==> config.mk <==
export PLATFORM = sky130hd
export DESIGN_NAME = mem_access_unit
export DESIGN_NICKNAME = d
export VERILOG_FILES = /design/src/rtl/mem_access_unit.sv
export SDC_FILE = /design/constraint.sdc
export NUM_CORES = 1
export LEC_CHECK = 0
export CORE_MARGIN = 4
export CORE_UTILIZATION = 46
export CTS_BUF_LIST = sky130_fd_sc_hd__clkbuf_8
export DETAILED_ROUTE_END_ITERATION = 12
export PLACE_DENSITY = 0.88
export SLEW_MARGIN = 30
export SYNTH_ARGS = -nofsm -noshare
export SYNTH_HDL_FRONTEND = slang
export SYNTH_SLANG_ARGS = --single-unit
==> constraint.sdc <==
create_clock -name clk -period 4.45 [get_ports clk]
set_clock_uncertainty 0.2 [all_clocks]
set_input_delay 0.445 -clock clk [delete_from_list [all_inputs] [get_ports clk]]
set_output_delay 0.445 -clock clk [all_outputs]
set_load 0.01 [all_outputs]
==> src/rtl/mem_access_unit.sv <==
// mem_access_unit: byte-addressed load/store front end for a 16-bit, 2-column unified memory
// Ports: clk/rst (async active-high); req_* CPU request (valid/ready handshake, we, byte, sext,
//   addr, wdata); resp_* 1-cycle response pulse with aligned/extended rdata and err;
//   mem_rd_* read port (en, addr, data, done); mem_wr_* write port (column en, addr, data, done).
// Option: define MAU_TIMEOUT_EN to abort an access with resp_err after TIMEOUT_CYCLES edges without done.
module mem_access_unit #(
  parameter int DATA_WIDTH = 16,
  parameter int ADDR_WIDTH = 16,
  parameter int MEM_ADDR_WIDTH = 15,
  parameter int TIMEOUT_CYCLES = 15
) (
  input  logic                      clk,
  input  logic                      rst,
  input  logic                      req_valid,
  output logic                      req_ready,
  input  logic                      req_we,
  input  logic                      req_byte,
  input  logic                      req_sext,
  input  logic [ADDR_WIDTH-1:0]     req_addr,
  input  logic [DATA_WIDTH-1:0]     req_wdata,
  output logic                      resp_valid,
  output logic [DATA_WIDTH-1:0]     resp_rdata,
  output logic                      resp_err,
  output logic                      mem_rd_en,
  output logic [MEM_ADDR_WIDTH-1:0] mem_rd_addr,
  input  logic [DATA_WIDTH-1:0]     mem_rd_data,
  input  logic                      mem_rd_done,
  output logic [1:0]                mem_wr_en,
  output logic [MEM_ADDR_WIDTH-1:0] mem_wr_addr,
  output logic [DATA_WIDTH-1:0]     mem_wr_data,
  input  logic                      mem_wr_done
);
  localparam logic [1:0] IDLE = 2'd0, ACCESS = 2'd1, RESP = 2'd2;
  logic [1:0] state;
  logic we_q, byte_q, sext_q, lane_q;
  logic done, timeout;
  logic [7:0] lane_byte;
  logic [DATA_WIDTH-1:0] load_data;
  // only the done matching the access type counts
  assign done = we_q ? mem_wr_done : mem_rd_done;
  assign req_ready = (state == IDLE) && !rst;
  assign lane_byte = lane_q ? mem_rd_data[15:8] : mem_rd_data[7:0];
  assign load_data = byte_q ? {{(DATA_WIDTH-8){sext_q & lane_byte[7]}}, lane_byte} : mem_rd_data;
`ifdef MAU_TIMEOUT_EN
  localparam int CW = $clog2(TIMEOUT_CYCLES) < 4 ? 4 : $clog2(TIMEOUT_CYCLES);
  logic [CW-1:0] cnt;
  assign timeout = !done && (cnt == CW'(TIMEOUT_CYCLES - 1));
`else
  // no watchdog in this build; the parameter only documents the optional limit
  assign timeout = 1'b0 & (TIMEOUT_CYCLES < 2);
`endif
  always_ff @(posedge clk or posedge rst) begin
    if (rst) begin
      state       <= IDLE;
      we_q        <= 1'b0;
      byte_q      <= 1'b0;
      sext_q      <= 1'b0;
      lane_q      <= 1'b0;
      resp_valid  <= 1'b0;
      resp_rdata  <= '0;
      resp_err    <= 1'b0;
      mem_rd_en   <= 1'b0;
      mem_rd_addr <= '0;
      mem_wr_en   <= 2'b00;
      mem_wr_addr <= '0;
      mem_wr_data <= '0;
`ifdef MAU_TIMEOUT_EN
      cnt         <= '0;
`endif
    end else if (state == IDLE) begin
      if (req_valid) begin
        we_q   <= req_we;
        byte_q <= req_byte;
        sext_q <= req_sext;
        lane_q <= req_addr[0];
        if (!req_byte && req_addr[0]) begin
          // misaligned word: answer directly without touching memory
          state      <= RESP;
          resp_valid <= 1'b1;
          resp_err   <= 1'b1;
          resp_rdata <= '0;
        end else begin
          state       <= ACCESS;
          mem_rd_addr <= req_addr[ADDR_WIDTH-1:1];
          mem_wr_addr <= req_addr[ADDR_WIDTH-1:1];
          mem_rd_en   <= !req_we;
          mem_wr_en   <= !req_we ? 2'b00 : !req_byte ? 2'b11 : req_addr[0] ? 2'b10 : 2'b01;
          mem_wr_data <= req_byte ? {2{req_wdata[7:0]}} : req_wdata;
`ifdef MAU_TIMEOUT_EN
          cnt         <= '0;
`endif
        end
      end
    end else if (state == ACCESS) begin
      if (done || timeout) begin
        state      <= RESP;
        mem_rd_en  <= 1'b0;
        mem_wr_en  <= 2'b00;
        resp_valid <= 1'b1;
        resp_err   <= !done;
        resp_rdata <= (done && !we_q) ? load_data : '0;
      end
`ifdef MAU_TIMEOUT_EN
      cnt <= cnt + 1'b1;
`endif
    end else begin
      // RESP doubles as the guard cycle for done to fall
      state      <= IDLE;
      resp_valid <= 1'b0;
    end
  end
endmodule

==> results of run 1 <==
-- area by class of cell --
| cell class | count | area, µm² | area share (%) |
|---|---|---|---|
| clock inverter | 4 | 48.80 | 1.198 |
| multi-input combinational | 128 | 1035 | 25.40 |
| timing repair buffer | 126 | 1254 | 30.77 |
| sequential | 58 | 1451 | 35.63 |
| tap | 72 | 90.09 | 2.211 |
| clock buffer | 12 | 165.2 | 4.054 |
| inverter | 8 | 30.03 | 0.7371 |
-- registers in the layout, indices dropped and copies added, names as in the netlist --
register,count
byte_q,1
lane_q,1
mem_rd_en,1
mem_wr_addr,15
mem_wr_data,16
mem_wr_en,2
resp_err,1
resp_rdata,16
resp_valid,1
sext_q,1
state,2
we_q,1
-- path summary, 6_finish.rpt --
path	from	end	slack, ns
max in group asynchronous	rst	resp_rdata[6]	2.86
hold / removal	sext_q	sext_q	0.30
hold reg to reg	sext_q	sext_q	0.30
min in group asynchronous	rst	mem_wr_addr[8]	0.42
setup reg to reg	state[0]	mem_wr_addr[11]	2.05
setup / recovery	req_byte	mem_wr_data[6]	1.60
-- logic make-up (layout without fill, tap and decap cells) --
group	Yosys count	count (layout)	synth area share (%)
buffers and inverters	43	150	9.003
AO/OA/AOI/OAI	70	70	17.23
multiplexers	45	45	17.82
flip-flops	58	58	53.28
AND/OR/NAND/NOR	13	13	2.664
-- power groups by stage --
stage | Combinational (mW) | Sequential [mW] | Clock (mW)
floorplan | 0.652 | 1.02 | 0
global placement | 1.35 | 0.936 | 0
detailed placement | 1.39 | 0.950 | 0
CTS | 1.40 | 0.943 | 0.516
global route | 1.48 | 0.984 | 0.547
finish | 1.39 | 0.944 | 0.509
-- layout by cell type (no fill, tap or decap), drive strengths merged --
cell type,netlist,final
inv,7,7
or3b,1,1
mux2,28,28
nor2b,2,2
nand2b,4,4
nand2,3,3
buf,24,3
a2111oi,2,2
bufinv,0,1
and2,1,1
o31ai,16,16
nor3,1,1
a31oi,1,1
o22a,1,1
mux2i,17,17
clkinv,1,4
dfrtp,58,58
o221ai,17,17
clkdlybuf4s50,0,123
a21oi,9,9
nor2,1,1
o22ai,2,2
o21ai,22,22
clkbuf,11,12
-- worst max-delay path, stage by stage --
cell and delay (ns):
clkdlybuf4s50_1 0.88, nand2b_1 0.69, nand2b_1 0.46, mux2_2 0.39
-- routing by layer --
layer / vias to the layer above / wire (µm) / GRT usage (%)
met1: 1088 / 3137 / 28.55
met2: 122 / 3875 / 34.82
met3: 20 / 503 / 5.049
met4: 0 / 204 / 11.08
met5: - / 0 / 0
li1: 1041 / - / -
-- per-stage QoR --
step / power (mW) / worst slack, ns
2_1_floorplan: 1.669 / 2.377
3_3_place_gp: 2.287 / 1.229
3_5_place_dp: 2.340 / 1.122
4_1_cts: 2.858 / 1.476
5_1_grt: 3.015 / 1.475
6_report: 2.842 / 1.596
==> metrics.md, run 1 <==
| Metric | Value |
|---|---|
| Outcome | complete, no violations |
| Setup crit end kind | flop |
| # diodes | 0 |
| Placement Cell Area | 0.003855 mm² |
| Setup violators final | 0 |
| Drt pass-1 iters | 5 |
| Wire length per cell | 18.92 µm |
| Worst R2R Path Depth | 4 |
| Avg Vias per Cell | 5.566 |
| Hold Path Class | flop to flop |
| Switching power | 0.9873 mW |
| Number of cell rows | 27 |
| RSZ-0062 raised after global routing | false |
| IO Port Bufs | 123 |
| Worst Max-Slew Pin Slew | 0.8668 ns |
| Yosys reg bits | 58 |
| Cell taking the most area after synthesis | dfrtp_1 |
| Crit-path max FO | 19 |
| Count of cell types in the netlist | 25 |
| Startpoint Class | primary input |
| Syn nets | 285 |
| Warning count from the yosys run | 0 |
| Logic pwr share | 48.8% |
| Fraction of layout cells with a size suffix above 1 | 14.58% |
| Detail Placement HPWL | 5575 µm |
| Final Hold Slack | 0.3012 ns |
| Top FF cell, synth | dfrtp_1 |
| FFs w/ async S/R, synth | 100.0% |
| Post-Route WL | 7721 µm |
| Most frequent cell after synthesis | dfrtp_1 |
| Gates resized, CTS repair | 0 |
| Initial Util | 48.57% |
| CTS H-tree depth | 3 |
| First-iteration detailed-routing DRC count | 167 |
| Design Area, Final | 0.004074 mm² |
| Longest Clk Path Bufs | 2 |
| Arrival time at the worst endpoint | 2.87 ns |
| Total GRT Usage | 22.09% |
| Maximum vdd ir drop | 0.3656 mV |
| DRC viols | 0 |
| Sw frac | 34.74% |
| Core Util, Final | 72.65% |
| Post-route minimum period | 2.854 ns |
| CTS buffer count | 9 |
| Vias in the first global route | 2389 |
| Nets@finish | 387 |
| First-pass GRT wire length | 12390 µm |
| Post-DRT Antenna Nets | 0 |
| CTS tree | yes |
| Worst EP required | 4.47 ns |
| P_leak | 1.703 nW |
| Antenna violations before repair | 0 |
| Hold Crit Depth | 1 |
| Routability cong. | 0.8280 |
| CTS hold repair buffers | 0 |
| Synthesized instance count | 229 |
| Worst-Skew Late Latency | 0.33 ns |
| Area delta synth->final | 49.56% |
| Clock share of power | 17.9% |
| Int Pwr | 1.855 mW |
| Setup Buffers After CTS | 0 |
| Clock sink total | 58 |
| PD cells | 697.6 mW/mm² |
| Die height | 84.95 µm |
| Fmax | 0.3504 GHz |
| Sequential Power Share | 33.2% |
| Setup CP Type | primary input to flop |
| Final period utilization | 64.13% |
| Dpl cells | 392 |
| Fillers | 401 |
| Final Non-Filler Cells | 408 |
| Main area contributors after synthesis | dfrtp_1 (53%), mux2_2 (12%), mux2i_1 (6.2%) |
| Number of flops mapped to enable cells by yosys | 0 |
| Mean Syn Cell Area | 11.89 µm² |
| Relative slew slack | 42.09% |
| Gr ovfl total | 0 |
| Via Count | 2271 |
| Top Ports | 124 |
| Largest net degree at the start of global routing | 39 |
| Setup TNS | 0 ns |
| Seq/Total Area, Yosys | 53.28% |
| Syn Std Cell Area | 0.002724 mm² |
| CORE AREA | 0.005608 mm² |
| Endpoints failing hold | 0 |
| Slew Viols, Final | 0 |
| DIE AREA | 0.007217 mm² |
| Die width | 84.95 µm |
| Number of max-cap violations | 0 |
| Clock Tree Root | clkbuf_8 |
| Most frequent cells after synthesis | dfrtp_1 (58), mux2_2 (28), o21ai_0 (22) |
| Post-synth top area share | 53.28% |
| Reg clk slew, reported paths | 0.06 ns |
(Power assumes the default switching activity.)
==> inputs of run 2 (changes only) <==
Settings changed: CORE_UTILIZATION 46 to 43, PLACE_DENSITY 0.88 to 0.83.
Clock period 4.45 ns to 2.9 ns, I/O delays scaled along.
==> metrics.md, run 2 (same netlist as run 1, synthesis figures left out) <==
| Metric | Value |
|---|---|
| Outcome | complete, no violations |
| Clock sink total | 58 (unchanged) |
| Hold Path Class | primary input to async pin |
| CTS tree | yes |
| # diodes | 0 (unchanged) |
| Final Hold Slack | 0.06650 ns (-0.2347 ns) |
| Initial Util | 45.20% (-3.4 points) |
| CTS hold repair buffers | 0 (unchanged) |
| Worst Max-Slew Pin Slew | 0.7682 ns (-0.09855 ns) |
| Post-Route WL | 7415 µm (-4.0%) |
| Die height | 87.59 µm (+3.1%) |
| Startpoint Class | flop |
| Reg2reg start | state[1] |
| CP delay by family, top | compound AO/OA/AOI/OAI gates |
| Setup crit end kind | flop |
| CORE AREA | 0.006026 mm² (+7.5%) |
| Number of max-cap violations | 0 (unchanged) |
| M2 GR Usage | 30.68% (-4.1 points) |
| First-iteration detailed-routing DRC count | 178 (+6.6%) |
| Top Ports | 124 (unchanged) |
| Fmax | 0.4391 GHz |
| DIE AREA | 0.007672 mm² (+6.3%) |
| Fillers | 472 (+18%) |
| Longest Clk Path Bufs | 2 (unchanged) |
| DRC viols | 0 (unchanged) |
| Slowest CP cell | or3b_1 |
| Worst EP required | 2.92 ns (-1.55 ns) |
| Commonest cells after routing, fill and taps aside | clkdlybuf4s50_1 (123), dfrtp_1 (58), mux2_2 (28), o21ai_0 (21) |
| Gr ovfl total | 0 (unchanged) |
| Design Area, Final | 0.004113 mm² (+0.95%) |
| Setup Buffers After CTS | 0 (unchanged) |
| Routability cong. | 0.8591 (+3.8%) |
| Most used routing layer | met2 |
| R2R Path End | resp_rdata[7] |
| First-pass GRT wire length | 11600 µm (-6.4%) |
| Drt pass-1 iters | 4 (-1) |
| Clock Tree Root | clkbuf_8 |
| RSZ-0062 raised after global routing | false |
| Gates resized, CTS repair | 0 (unchanged) |
| IO Port Bufs | 123 (unchanged) |
| Nets@finish | 392 (+1.3%) |
| CTS H-tree depth | 3 (unchanged) |
| Antenna violations before repair | 0 (unchanged) |
| Setup TNS | 0 ns (unchanged) |
| Setup CP Type | flop to flop |
| Fraction of layout cells with a size suffix above 1 | 15.84% (+1.3 points) |
| Reg clk slew, reported paths | 0.07 ns (about the same) |
| Die width | 87.59 µm (+3.1%) |
| Wire length per cell | 17.82 µm (-5.8%) |
| Met1 Track Usage GR | 26.85% (-1.7 points) |
| Worst-Skew Late Latency | 0.33 ns (about the same) |
| Post-DRT Antenna Nets | 0 (unchanged) |
| Setup violators final | 0 (unchanged) |
| Crit path cell chain | or3b_1, o22a_1, o31ai_1 |
| Endpoints failing hold | 0 (unchanged) |
| Met3 Resource Use GR | 4.798% (-0.25 points) |
| Arrival time at the worst endpoint | 2.30 ns (-0.57 ns) |
| Final period utilization | 78.52% |
| Worst R2R Path Depth | 3 (-1) |
| Area delta synth->final | 50.99% |
| Relative slew slack | 48.78% (+6.7 points) |
| Largest net degree at the start of global routing | 46 (+18%) |
| CTS buffer count | 9 (unchanged) |
| Avg Vias per Cell | 5.452 (-2.1%) |
| Number of cell rows | 28 (+3.7%) |
| Buffers & Inverters on Critical Path | 0 (-1) |
| R2R setup slack | 0.62 ns (-1.43 ns) |
| P_leak | 1.723 nW (+1.2%) |
| Post-route minimum period | 2.277 ns |
| Biggest regs | mem_wr_data (16), resp_rdata (16), mem_wr_addr (15) |
| Maximum vdd ir drop | 0.6577 mV (+80%) |
| Detail Placement HPWL | 5512 µm (-1.1%) |
| Via Count | 2268 (-0.13%) |
| Vias in the first global route | 2273 (-4.9%) |
| PD cells | 1054 mW/mm² (+51%) |
| Crit-path max FO | 17 (-2) |
| Slew Viols, Final | 0 (unchanged) |
| CP max stage delay | 0.64 ns (-0.24 ns) |
| Total GRT Usage | 19.83% (-2.3 points) |
| Placement Cell Area | 0.003909 mm² (+1.4%) |
| Leading cell type in the layout, fill and taps excluded | clkdlybuf4s50_1 |
run 2: changes by cell type in the layout (fill, tap and decap cells not counted):
cell	previous run	this run
buf_4	3	7
clkinvlp_4	0	1
nor2_2	0	1
nor2_4	1	0
clkbuf_8	12	11
buf_12	0	1
clkinv_2	2	3
clkinv_4	1	0
run 2: area by class of cell:
class | count | area, µm² | share of cell area [%]
flip-flops and latches | 58 | 1451 | 35.29
clock buffers | 11 | 151.4 | 3.681
multi-input cells | 128 | 1030 | 25.04
inverters | 8 | 30.03 | 0.7301
repair buffers | 131 | 1304 | 31.70
well taps | 75 | 93.84 | 2.282
clock inverters | 5 | 52.55 | 1.278
run 2: how the worst max path moves through the flow:
stage / startpoint / endpoint / slack [ns] / cells past startpoint
4_1_cts: state[1] / mem_wr_addr[11] / 0.64 / 4
2_1_floorplan: state[1] / mem_wr_addr[0] / 0.88 / 6
5_1_grt: state[1] / mem_wr_data[6] / 0.51 / 3
3_5_place_dp: req_valid / mem_wr_addr[11] / 0.37 / 5
3_3_place_gp: req_valid / mem_wr_data[4] / 0.42 / 5
6_report: state[1] / resp_rdata[7] / 0.62 / 3
run 2: metrics by stage:
step / setup slack (ns) / utilization (%) / instances / total power [mW]
after floorplan: 0.8759 / - / 229 / 2.561
final: 0.6228 / 68.25 / 416 / 4.335
after global placement: 0.4153 / 64.87 / 400 / 3.539
after CTS: 0.6417 / 68.25 / 416 / 4.371
after detailed placement: 0.3737 / 64.87 / 400 / 3.607
after global routing: 0.5098 / 68.25 / 416 / 4.596
run 2: metal layers:
metal | share of wire [%] | routed length, µm
met5 | 0 | 0
met4 | 1.7 | 127
met3 | 8.1 | 597
met2 | 50 | 3676
met1 | 41 | 3013
run 2: power by group:
group	switching (mW)	leakage [nW]	total [mW]	internal, mW
Combinational	0.929	0.893	2.14	1.21
Clock	0.312	0.105	0.750	0.439
Sequential	0.259	0.725	1.45	1.19
Total	1.50	1.72	4.34	2.84
==> inputs of run 3 (changes only) <==
Clock period 2.9 ns to 2.4 ns, I/O delays scaled along.
==> metrics.md, run 3 (same netlist as run 1, synthesis figures left out) <==
| Metric | Value |
|---|---|
| Commonest cells after routing, fill and taps aside | clkdlybuf4s50_1 (123), dfrtp_1 (58), mux2_2 (28), o21ai_0 (21) |
| Worst-Skew Late Latency | 0.33 ns (about the same) |
| Avg Vias per Cell | 5.420 (-0.58%) |
| Number of cell rows | 28 (unchanged) |
| Slew Viols, Final | 0 (unchanged) |
| Leading cell type in the layout, fill and taps excluded | clkdlybuf4s50_1 |
| CP delay by family, top | buffers and inverters |
| Gates resized, CTS repair | 0 (unchanged) |
| Total GRT Usage | 19.64% (-0.18 points) |
| Met3 Resource Use GR | 5.080% (+0.28 points) |
| Sequential Power Share | 32.8% (-0.6 points) |
| DRC viols | 0 (unchanged) |
| Arrival time at the worst endpoint | 1.62 ns (-0.68 ns) |
| CTS H-tree depth | 3 (unchanged) |
| Largest net degree at the start of global routing | 59 (+28%) |
| Initial Util | 45.20% (unchanged) |
| Drt pass-1 iters | 4 (unchanged) |
| Area delta synth->final | 52.32% |
| Met1 Track Usage GR | 25.98% (-0.86 points) |
| Vias in the first global route | 2265 (-0.35%) |
| Logic pwr share | 51.2% (+1.9 points) |
| Setup CP Type | flop to primary output |
| Die width | 87.59 µm (unchanged) |
| Setup violators final | 0 (unchanged) |
| Clock Tree Root | clkbuf_8 |
| PD cells | 1261 mW/mm² (+20%) |
| Wire length per cell | 17.77 µm (-0.29%) |
| CTS buffer count | 9 (unchanged) |
| Fraction of layout cells with a size suffix above 1 | 17.05% (+1.2 points) |
| Longest Clk Path Bufs | 2 (unchanged) |
| Crit path cell chain | buf_4, nor3_1, clkdlybuf4s50_1 |
| Design Power | 5.231 mW (+21%) |
| Via Count | 2282 (+0.62%) |
| R2R Path End | resp_rdata[8] |
| M2 GR Usage | 30.82% (+0.14 points) |
| Outcome | complete, no violations |
| Gr ovfl total | 0 (unchanged) |
| Fmax | 0.4851 GHz |
| R2R setup slack | 0.35 ns (-0.27 ns) |
| Setup crit start | state[1] |
| Worst Max-Slew Pin Slew | 0.6515 ns (-0.1167 ns) |
| Post-route minimum period | 2.061 ns |
| CORE AREA | 0.006026 mm² (unchanged) |
| Worst EP required | 1.96 ns (-0.96 ns) |
| Setup Buffers After CTS | 0 (unchanged) |
| First-iteration detailed-routing DRC count | 100 (-44%) |
| Biggest regs | mem_wr_data (16), resp_rdata (16), mem_wr_addr (15) |
| Nets@finish | 397 (+1.3%) |
| CTS tree | yes |
| Switching power | 1.829 mW (+22%) |
| Instance count on the critical path | 3 (unchanged) |
| Hold Path Class | primary input to async pin |
| Slowest CP cell | clkdlybuf4s50_1 |
| RSZ-0062 raised after global routing | false |
| Crit-path max FO | 7 (-10) |
| CP max stage delay | 0.56 ns (-0.08 ns) |
| IO Port Bufs | 123 (unchanged) |
| Reg2reg start | state[1] |
| DIE AREA | 0.007672 mm² (unchanged) |
| Final period utilization | 85.90% |
| Sw frac | 34.96% (+0.37 points) |
| # diodes | 0 (unchanged) |
| Most used routing layer | met2 |
| Buffers & Inverters on Critical Path | 2 (+2) |
| Antenna violations before repair | 0 (unchanged) |
| Int Pwr | 3.402 mW (+20%) |
| First-pass GRT wire length | 11520 µm (-0.65%) |
| Post-DRT Antenna Nets | 0 (unchanged) |
| Top Ports | 124 (unchanged) |
| Endpoints failing hold | 0 (unchanged) |
| Post-Route WL | 7482 µm (+0.90%) |
| CTS hold repair buffers | 0 (unchanged) |
| Maximum vdd ir drop | 0.7220 mV (+9.8%) |
| Startpoint Class | flop |
| Clock sink total | 58 (unchanged) |
| Relative slew slack | 56.28% (+7.5 points) |
| Crit path to | req_ready |
| Core Util, Final | 68.85% (+0.60 points) |
| Number of max-cap violations | 0 (unchanged) |
| P_leak | 1.740 nW (+0.97%) |
| Detail Placement HPWL | 5470 µm (-0.75%) |
| Die height | 87.59 µm (unchanged) |
| Worst R2R Path Depth | 3 (unchanged) |
| Setup crit end kind | primary output |
| Setup TNS | 0 ns (unchanged) |
| Reg clk slew, reported paths | 0.06 ns (about the same) |
| Clock share of power | 16.0% (-1.3 points) |
| Routability cong. | 0.8625 (+0.40%) |
## run 3: cell count changes in the layout (fill, tap and decap cells not counted), sizes merged
cell | previous run | this run
buf | 8 | 13
bufinv | 1 | 0
clkbuf | 11 | 12
clkinv | 4 | 3
clkinvlp | 1 | 2
## run 3: area by class of cell
type / count / area, µm²
inverters: 8 / 30.03
well taps: 75 / 93.84
clock inverters: 4 / 25.02
repair buffers: 136 / 1354
flip-flops and latches: 58 / 1451
multi-input cells: 128 / 1030
clock buffers: 12 / 165.2
fillers: 460 / 1877
## run 3: metrics by stage
| step | area [µm²] | setup WS, ns | hold slack [ns] | cells |
|---|---|---|---|---|
| floorplan | 2724 | 0.3759 | 0.1485 | 229 |
| global placement | 3959 | 0.1298 | 0.2808 | 405 |
| detailed placement | 3959 | 0.03229 | 0.2923 | 405 |
| CTS | 4149 | 0.3238 | 0.1270 | 421 |
| global route | 4149 | 0.2158 | 0.1721 | 421 |
| finish | 4149 | 0.3385 | 0.1059 | 421 |
## run 3: metal layers
metal | wire, µm | vias to the layer above | share of wire (%)
met1 | 3063 | 1116 | 41
met3 | 503 | 11 | 6.7
li1 | - | 1063 | -
met5 | 0 | - | 0
met4 | 157 | 0 | 2.1
met2 | 3757 | 92 | 50
## run 3: worst min path at each step
stage / start / endpoint / slack, ns / cells after the start
6_report: rst / resp_valid / 0.11 / 3
2_1_floorplan: req_we / mem_rd_en / 0.15 / 1
5_1_grt: rst / resp_valid / 0.17 / 3
3_3_place_gp: sext_q / sext_q / 0.28 / 1
3_5_place_dp: mem_wr_data[15] / mem_wr_data[15] / 0.29 / 2
4_1_cts: rst / mem_wr_addr[13] / 0.13 / 3
## run 3: worst reg2reg max path: stages, from the launching register on
cell	delay (ns)
dfrtp_1	0.37
or3b_1	0.53
o22a_1	0.48
o31ai_1	0.37
## run 3: power groups by stage
| stage | Sequential [mW] | Clock (mW) | Combinational (mW) |
|---|---|---|---|
| after global placement | 1.70 | 0 | 2.63 |
| after global routing | 1.78 | 0.901 | 2.87 |
| after CTS | 1.72 | 0.852 | 2.70 |
| after detailed placement | 1.73 | 0 | 2.68 |
| final | 1.71 | 0.837 | 2.68 |
| after floorplan | 1.89 | 0 | 1.21 |
